<file path="config.mk">
export PLATFORM = sky130hd
export DESIGN_NAME = can_crc_engine
export DESIGN_NICKNAME = d
export VERILOG_FILES = /design/src/rtl/can_crc_engine.sv
export SDC_FILE = /design/constraint.sdc
export NUM_CORES = 1
export LEC_CHECK = 0
export CAP_MARGIN = 20
export CORE_UTILIZATION = 35
export DETAILED_ROUTE_END_ITERATION = 12
export PLACE_DENSITY = 0.62
export SLEW_MARGIN = 10
export SYNTH_ARGS = -nofsm -noshare
export SYNTH_HDL_FRONTEND = slang
export SYNTH_SLANG_ARGS = --single-unit
</file>
<file path="constraint.sdc">
create_clock -name clk -period 3.8 [get_ports clk]
set_input_delay 0.57 -clock clk [delete_from_list [all_inputs] [get_ports clk]]
set_output_delay 0.57 -clock clk [all_outputs]
set_load 0.01 [all_outputs]
</file>
<file path="src/rtl/can_crc_engine.sv">
// can_crc_engine: parametrised serial CRC engine for the CAN receive/transmit path.
// It consumes one sampled bit per din_valid strobe and runs four phases:
//   IDLE  : valid bits are ignored
//   CALC  : covered bits update the LFSR; on the data_last bit the CRC is frozen
//   CHECK : the received CRC field is shifted through the LFSR
//   DONE  : crc_ok/crc_err report the result (LFSR == 0 means match)
// A start pulse re-enters CALC from any state.
// Optional feature macro: CAN_CRC_DESTUFF_EN enables in-line bit destuffing.
// With the macro defined, a stuff bit that repeats the run value raises stuff_err.
// The current FSM state is exposed on dbg_state for observation.
//
// Handshake: din is consumed on each rising edge where din_valid is 1. There is
// no back-pressure. crc_valid is a one-cycle pulse. crc_ok, crc_err and
// stuff_err are levels.
module can_crc_engine #(
  parameter int unsigned          WIDTH = 15,
  parameter logic [WIDTH-1:0]     POLY  = 15'h4599,
  parameter logic [WIDTH-1:0]     INIT  = '0
) (
  input  logic             clk,
  input  logic             rst_n,
  input  logic             start,
  input  logic             din,
  input  logic             din_valid,
  input  logic             data_last,
  output logic [WIDTH-1:0] crc,
  output logic             crc_valid,
  output logic             crc_ok,
  output logic             crc_err,
  output logic             stuff_err,
  output logic             busy,
  output logic [1:0]       dbg_state
);

  typedef enum logic [1:0] {
    ST_IDLE  = 2'd0,
    ST_CALC  = 2'd1,
    ST_CHECK = 2'd2,
    ST_DONE  = 2'd3
  } state_t;

  localparam int unsigned CW = $clog2(WIDTH + 1);
  localparam logic [CW-1:0] CNT_LAST = CW'(WIDTH - 1);

  state_t           state_q, state_d;
  logic [WIDTH-1:0] lfsr_q, lfsr_d;
  logic [WIDTH-1:0] crc_q, crc_d;
  logic             crc_valid_q, crc_valid_d;
  logic             ok_q, ok_d;
  logic             err_q, err_d;
  logic [CW-1:0]    cnt_q, cnt_d;

  // Working signals of the next-state process.
  logic             active;
  logic             accept;
  logic             in_calc;
  logic             fb;

`ifdef CAN_CRC_DESTUFF_EN
  logic [2:0]       run_cnt_q, run_cnt_d;
  logic             run_val_q, run_val_d;
  logic             stuff_err_q, stuff_err_d;
`endif

  // State and datapath registers; reset loads the seed and clears all flags.
  always_ff @(posedge clk or negedge rst_n) begin
    if (!rst_n) begin
      state_q     <= ST_IDLE;
      lfsr_q      <= INIT;
      crc_q       <= '0;
      crc_valid_q <= 1'b0;
      ok_q        <= 1'b0;
      err_q       <= 1'b0;
      cnt_q       <= '0;
`ifdef CAN_CRC_DESTUFF_EN
      run_cnt_q   <= 3'd0;
      run_val_q   <= 1'b0;
      stuff_err_q <= 1'b0;
`endif
    end else begin
      state_q     <= state_d;
      lfsr_q      <= lfsr_d;
      crc_q       <= crc_d;
      crc_valid_q <= crc_valid_d;
      ok_q        <= ok_d;
      err_q       <= err_d;
      cnt_q       <= cnt_d;
`ifdef CAN_CRC_DESTUFF_EN
      run_cnt_q   <= run_cnt_d;
      run_val_q   <= run_val_d;
      stuff_err_q <= stuff_err_d;
`endif
    end
  end

  // Next-state logic. The start pulse is applied first, so a bit arriving in
  // the same cycle is processed as the first frame bit against INIT.
  always_comb begin
    state_d     = state_q;
    lfsr_d      = lfsr_q;
    crc_d       = crc_q;
    crc_valid_d = 1'b0;
    ok_d        = ok_q;
    err_d       = err_q;
    cnt_d       = cnt_q;
    active      = 1'b0;
    accept      = 1'b0;
    in_calc     = 1'b0;
    fb          = 1'b0;
`ifdef CAN_CRC_DESTUFF_EN
    run_cnt_d   = run_cnt_q;
    run_val_d   = run_val_q;
    stuff_err_d = stuff_err_q;
`endif

    if (start) begin
      state_d = ST_CALC;
      lfsr_d  = INIT;
      ok_d    = 1'b0;
      err_d   = 1'b0;
      cnt_d   = '0;
`ifdef CAN_CRC_DESTUFF_EN
      run_cnt_d   = 3'd0;
      stuff_err_d = 1'b0;
`endif
    end

    active  = din_valid && ((state_d == ST_CALC) || (state_d == ST_CHECK));
    in_calc = (state_d == ST_CALC);
    accept  = active;

`ifdef CAN_CRC_DESTUFF_EN
    // Run tracking: after five equal bits the next bit is a stuff bit that
    // must differ from the run; it is dropped from the CRC and restarts the run.
    if (active) begin
      if (run_cnt_d == 3'd5) begin
        accept = 1'b0;
        if (din == run_val_d) begin
          stuff_err_d = 1'b1;
          state_d     = ST_IDLE;
        end else begin
          run_cnt_d = 3'd1;
          run_val_d = din;
        end
      end else if ((run_cnt_d != 3'd0) && (din == run_val_d)) begin
        run_cnt_d = run_cnt_d + 3'd1;
      end else begin
        run_cnt_d = 3'd1;
        run_val_d = din;
      end
    end
`endif

    if (accept) begin
      fb     = din ^ lfsr_d[WIDTH-1];
      lfsr_d = {lfsr_d[WIDTH-2:0], 1'b0} ^ (fb ? POLY : '0);
      if (in_calc) begin
        if (data_last) begin
          crc_d       = lfsr_d;
          crc_valid_d = 1'b1;
          state_d     = ST_CHECK;
          cnt_d       = '0;
        end
      end else begin
        if (cnt_d == CNT_LAST) begin
          state_d = ST_DONE;
          ok_d    = (lfsr_d == '0);
          err_d   = (lfsr_d != '0);
        end
        cnt_d = cnt_d + 1'b1;
      end
    end
  end

  assign crc       = crc_q;
  assign crc_valid = crc_valid_q;
  assign crc_ok    = ok_q;
  assign crc_err   = err_q;
  assign busy      = (state_q == ST_CALC) || (state_q == ST_CHECK);
  assign dbg_state = state_q;

`ifdef CAN_CRC_DESTUFF_EN
  assign stuff_err = stuff_err_q;
`else
  assign stuff_err = 1'b0;
`endif

endmodule

</file>
After elaboration in Yosys (flattened, before gate mapping)
Index checks and enable logic that the tools add are counted.
{"block": "totals", "ff_bits": 39, "out_inout_bits": 22, "latchBits": 0, "mem_bits_rw": 0, "rom_bits": 0, "mem_count": 0}
{"block": "op_classes", "n_lt_le_gt_ge": 0, "div": 0, "eq_ne": 5, "reduce_logical": 6, "n_mul": 0, "n_shift": 0, "muxes": 23, "addsub": 1, "n_bitwise": 2}
{"operator": "2-to-1 mux 15 bit", "n": 3}
{"operator": "2-to-1 mux 4 bit", "n": 4}
{"operator": "zero test 15 bit", "n": 1}
{"operator": "nonzero test 15 bit", "n": 1}
{"operator": "bitwise XOR 15 bit", "n": 1}
{"operator": "2-to-1 mux 1 bit", "n": 11}
{"operator": "2-to-1 mux 2 bit", "n": 5}
{"operator": "adder 4 x 1 -> 4 bit (second input constant)", "n": 1}
{"operator": "equality test 2 x 1 -> 1 bit (second input constant)", "n": 2}
{"operator": "equality test 2 bit (second input constant)", "n": 2}
{"operator": "equality test 4 bit (second input constant)", "n": 1}
{"operator": "AND reduction 3 bit", "n": 1}
{"operator": "logical OR 1 bit", "n": 2}
{"operator": "logical AND 1 bit", "n": 1}
{"operator": "bitwise XOR 1 bit", "n": 1}

Longest topological paths before layout
{"block": "depth", "depth_word": 8, "ltp_mapped": 12, "mapped_depth_nobuf": 8}

Worst setup path after synthesis
No wires, ideal clock.
{"block": "synth_timing", "path_type": "input-to-reg", "startpoint": "in start", "endpoint": "reg err_q (netlist: crc_err)", "cell_stages": 10, "setup_slack_ns": 0.990, "required_ns": 3.665, "arrival_time_ns": 2.675, "n_path_buf": 3, "path_cell_list": "buf_2 -> buf_1 -> inv_2 -> clkbuf_1 -> nand2_1 -> ha_1 -> nand2b_4 -> or4_4 -> and4bb_1 -> a31oi_1"}
{"block": "synth_via", "elab_chain_len": 8, "word_cells_on_any_way": 16, "cone_classes": "eq/ne (3); mux (8); bitwise (2); reduce/logical (3)"}
{"element": "from (decl)", "line_no": "22", "text": "input logic start,"}
{"element": "2-to-1 mux 15 bit", "line_no": "116", "text": "if (start) begin"}
{"element": "bitwise XOR 1 bit", "line_no": "155", "text": "fb = din ^ lfsr_d[WIDTH-1];"}
{"element": "2-to-1 mux 15 bit", "line_no": "156", "text": "lfsr_d = {lfsr_d[WIDTH-2:0], 1'b0} ^ (fb ? POLY : '0);"}
{"element": "bitwise XOR 15 bit", "line_no": "156"}
{"element": "nonzero test 15 bit", "line_no": "168", "text": "err_d = (lfsr_d != '0);"}
{"element": "2-to-1 mux 1 bit", "line_no": "165", "text": "if (cnt_d == CNT_LAST) begin"}
{"element": "2-to-1 mux 1 bit", "line_no": "157", "text": "if (in_calc) begin"}
{"element": "2-to-1 mux 1 bit *", "line_no": "154", "text": "if (accept) begin"}
{"element": "via err_d", "line_no": "50", "text": "logic err_q, err_d;"}
{"element": "to (signal assigned)", "line_no": "86", "text": "err_q <= err_d;"}
{"element": "to (decl)", "line_no": "50"}
The timed path passes the listed nets; every way through them passes the cells marked *.
A chain may end at the register's enable or synchronous reset.

Worst setup path in the final report
Same ends and word-level chain as after synthesis.

==> flow_summary.yaml <==
critical_path:
  timing.setup.critical_path_class: "in -> reg"
  critPathArrivalTime_ps: 2920
  crit_fanout: 17
  ff_to_ff_start: "dbg_state[0]"
  destination_of_the_worst_register_to_register_timing_path: "crc_err"
  worst_path_required_ps: 3960
  cell_count_of_the_worst_reg_to_reg_path: 6
  critPathMaxStageDelay_ps: 570
  destination_of_the_critical_timing_path: "crc_err"
  cp-startpoint: "start"
  worstPathCellList: "clkdlybuf4s50_1 -> buf_4 -> inv_2 -> nand2_1 -> ha_1 -> nand2b_4 -> or4_4 -> and4bb_1 -> a31oi_1"
  worst-r2r-setup-slack_ps: 1540
  critPathLaunchType: "input port"
  worst_setup_ep_type: "register"
  crit_slowest_cell: "sky130_fd_sc_hd__or4_4"
die:
  horizontal_die_dimension_um: 75.4
  core_region_area_um2: 5140
  die_height_um: 75.4
  start_util_pct: 36.7
  area_of_the_die_um2: 5680
  std_cell_rows: 26
  number_of_top_level_pins: 28
synth:
  synth.net_count: 214
  synth-seq-area-share_pct: 51.8
  top_cell_type_s_share_of_synthesized_area_pct: 51.8
  syn_avg_cell_area_um2: 9.19
  async_reset_ff_share_pct: 100
  postSynth.topFlopCell: "sky130_fd_sc_hd__dfrtp_1"
  synth.cell_area_um2: 1880
  synth-edff-count: 0
  yosysTopAreaCell: "sky130_fd_sc_hd__dfrtp_1"
  synthCells: 205
  synth_area_leaders: "sky130_fd_sc_hd__dfrtp_1 (52%), sky130_fd_sc_hd__nand2_1 (9.8%), sky130_fd_sc_hd__o21ai_1 (5.3%), sky130_fd_sc_hd__a21oi_1 (3.2%), sky130_fd_sc_hd__xor2_1 (2.8%)"
  ys_ff_latch: 39
  number_of_warning_messages_in_the_yosys_log: 0
  synth_cell_type_count: 39
place:
  gp_congestion: 0.837
  dp.cells: 294
  dpl.hpwl_mm: 2.78
  pre_cts_slack_ps: 734
  placement.cell_area_um2: 2210
  io_buffer_count: 26
clock_network:
  ctsHtreeMaxLevel: 2
  clockRootBuffer: "sky130_fd_sc_hd__clkbuf_8"
  numCtsBuffers: 5
  clock_tree.buffer_depth: 2
  tritoncts: "built"
  clock_latency_ps: 290
  numClockSinks: 39
  clk_transition_reported_paths_ps: 80
  cts_setup_buffers: 0
  postCtsResizedCells: 0
  ctsHoldBuffers: 0
run_status:
  outcome: "complete, no violations"
layout:
  layout.cell_area.non_filler_um2: 2340
  mostFrequentLayoutCells: "sky130_fd_sc_hd__nand2_1 (49), sky130_fd_sc_hd__dfrtp_1 (39), sky130_fd_sc_hd__clkdlybuf4s50_1 (25), sky130_fd_sc_hd__o21ai_1 (20), sky130_fd_sc_hd__a21oi_1 (12)"
  final_layout_size_suffix_gt1_share_pct: 9.48
  antennaDiodeCount: 0
  layout.cells.most_common: "sky130_fd_sc_hd__nand2_1"
  syn2layout_area_growth_pct: 24.1
  fin_cells: 302
  nNetsFinal: 240
sta:
  fin_crit_sh_pct: 72.7
  min_period_ps: 2760
  max_slew.worst_pin.slew_ps: 856
  finalHoldViolCount: 0
  slew-limit-headroom_pct: 42.9
  fmaxAchievable_mhz: 362
  postLayoutSetupSlackWorst_ps: 1040
  grt_setup_unrepaired: "no"
  clock-skew-final_ps: 10.1
  timing.final.setup_violations: 0
  finalMaxSlewViolations: 0
  fin_setup_tns_ps: 0
route:
  wl_met1_mm: 1.77
  remaining_antenna_violation_count_after_routing: 0
  detail_route.wl_per_cell_um: 12.9
  met2WireLength_mm: 1.95
  met3_wirelength_um: 130
  detail_route.first_pass.iterations: 4
  drc: 0
  highest-signal-layer: "met4"
  post_drt_via_cell_ratio: 4.89
  via_count: 1478
  routed_wirelength_mm: 3.89
  dr.first_iter.drc_count: 82
global_route:
  groute.usage.overall_pct: 16.1
  antenna_found_initial: 0
  maximum_number_of_pins_on_one_net_before_global_route_repair: 40
  gr-total-overflow: 0
  vias_in_the_first_global_route: 1372
  global_route_wire_length_before_repair_mm: 6.58
power_and_ir_drop:
  vdd_ir_drop_max_mv: 0.192
  total_leakage_power_nw: 1.03
  power_density_nw_per_um2: 537
run:
  timing.max_cap.violations: 0
worst_hold_path:
  worst_hold_path_type: "in -> async"
==> metal layers <==
| metal | global-route usage [%] | vias up |
|---|---|---|
| met5 | 0 | - |
| met4 | 6.79 | 0 |
| met3 | 4.63 | 4 |
| met2 | 26.5 | 35 |
| met1 | 20.0 | 692 |
| li1 | - | 747 |
==> flip-flops by register name, summed over array words and instances (netlist names) <==
register	count
crc_err	1
crc	15
lfsr_q	15
crc_valid	1
dbg_state	2
cnt_q	4
crc_ok	1
==> report_power, final <==
| part | internal (mW) | total [mW] | switching, mW | leakage, nW |
|---|---|---|---|---|
| clock | 0.262 | 0.405 | 0.142 | 0.0654 |
| combinational | 0.162 | 0.320 | 0.158 | 0.447 |
| sequential | 0.482 | 0.531 | 0.0483 | 0.517 |
==> layout make-up <==
type	instances	area [um2]
fill	517	2800
sequential	39	976
multi-input combinational	148	827
timing repair buffer	31	293
tap	70	87.6
clock buffer	6	72.6
clock inverter	2	60.1
inverter	6	22.5
==> through the flow <==
stage	hold slack (ps)	utilization, %	power (mW)
final	388	45.5	1.26
after CTS	416	45.5	1.27
after global routing	457	45.5	1.34
after global placement	468	42.9	0.857
after detailed placement	475	42.9	0.863
after floorplan	274	-	0.706
==> worst min path at each step <==
stage | startpoint | endpoint
2_1_floorplan | rst_n | cnt_q[0]
3_3_place_gp | crc[4] | crc[4]
3_5_place_dp | crc[5] | crc[5]
4_1_cts | rst_n | lfsr_q[9]
5_1_grt | rst_n | lfsr_q[9]
6_report | rst_n | lfsr_q[9]
==> synth_stat cells (4+ instances only) <==
master / n
sky130_fd_sc_hd__and2_2: 4
sky130_fd_sc_hd__o21ai_1: 20
sky130_fd_sc_hd__nand2_1: 49
sky130_fd_sc_hd__dfrtp_1: 39
sky130_fd_sc_hd__inv_1: 4
sky130_fd_sc_hd__clkbuf_1: 4
sky130_fd_sc_hd__a31oi_1: 7
sky130_fd_sc_hd__o22ai_1: 7
sky130_fd_sc_hd__a21oi_1: 12
sky130_fd_sc_hd__xor2_1: 6
sky130_fd_sc_hd__nor2_1: 5
sky130_fd_sc_hd__buf_2: 4
sky130_fd_sc_hd__nor2b_1: 8
==> worst max-delay path, delay by kind of cell <==
family          cells  cell delay (ps)
compound gates      1               90
simple gates        4             1190
fa+ha+maj           1              300
buf+inv             3              760
==> cell families (layout without fill, tap and decap cells) <==
logic type / after synthesis / in the layout / share of synthesized area (%)
compound gates: 51 / 51 / 15.1
simple gates: 84 / 84 / 22.3
xor+xnor: 8 / 8 / 3.72
flops: 39 / 39 / 51.8
fa+ha+maj: 3 / 3 / 1.99
other cells: 1 / 1 / 0.199
buf+inv: 18 / 45 / 4.32
mux: 1 / 1 / 0.531
No activity file was read; power rests on OpenSTA's default activity.
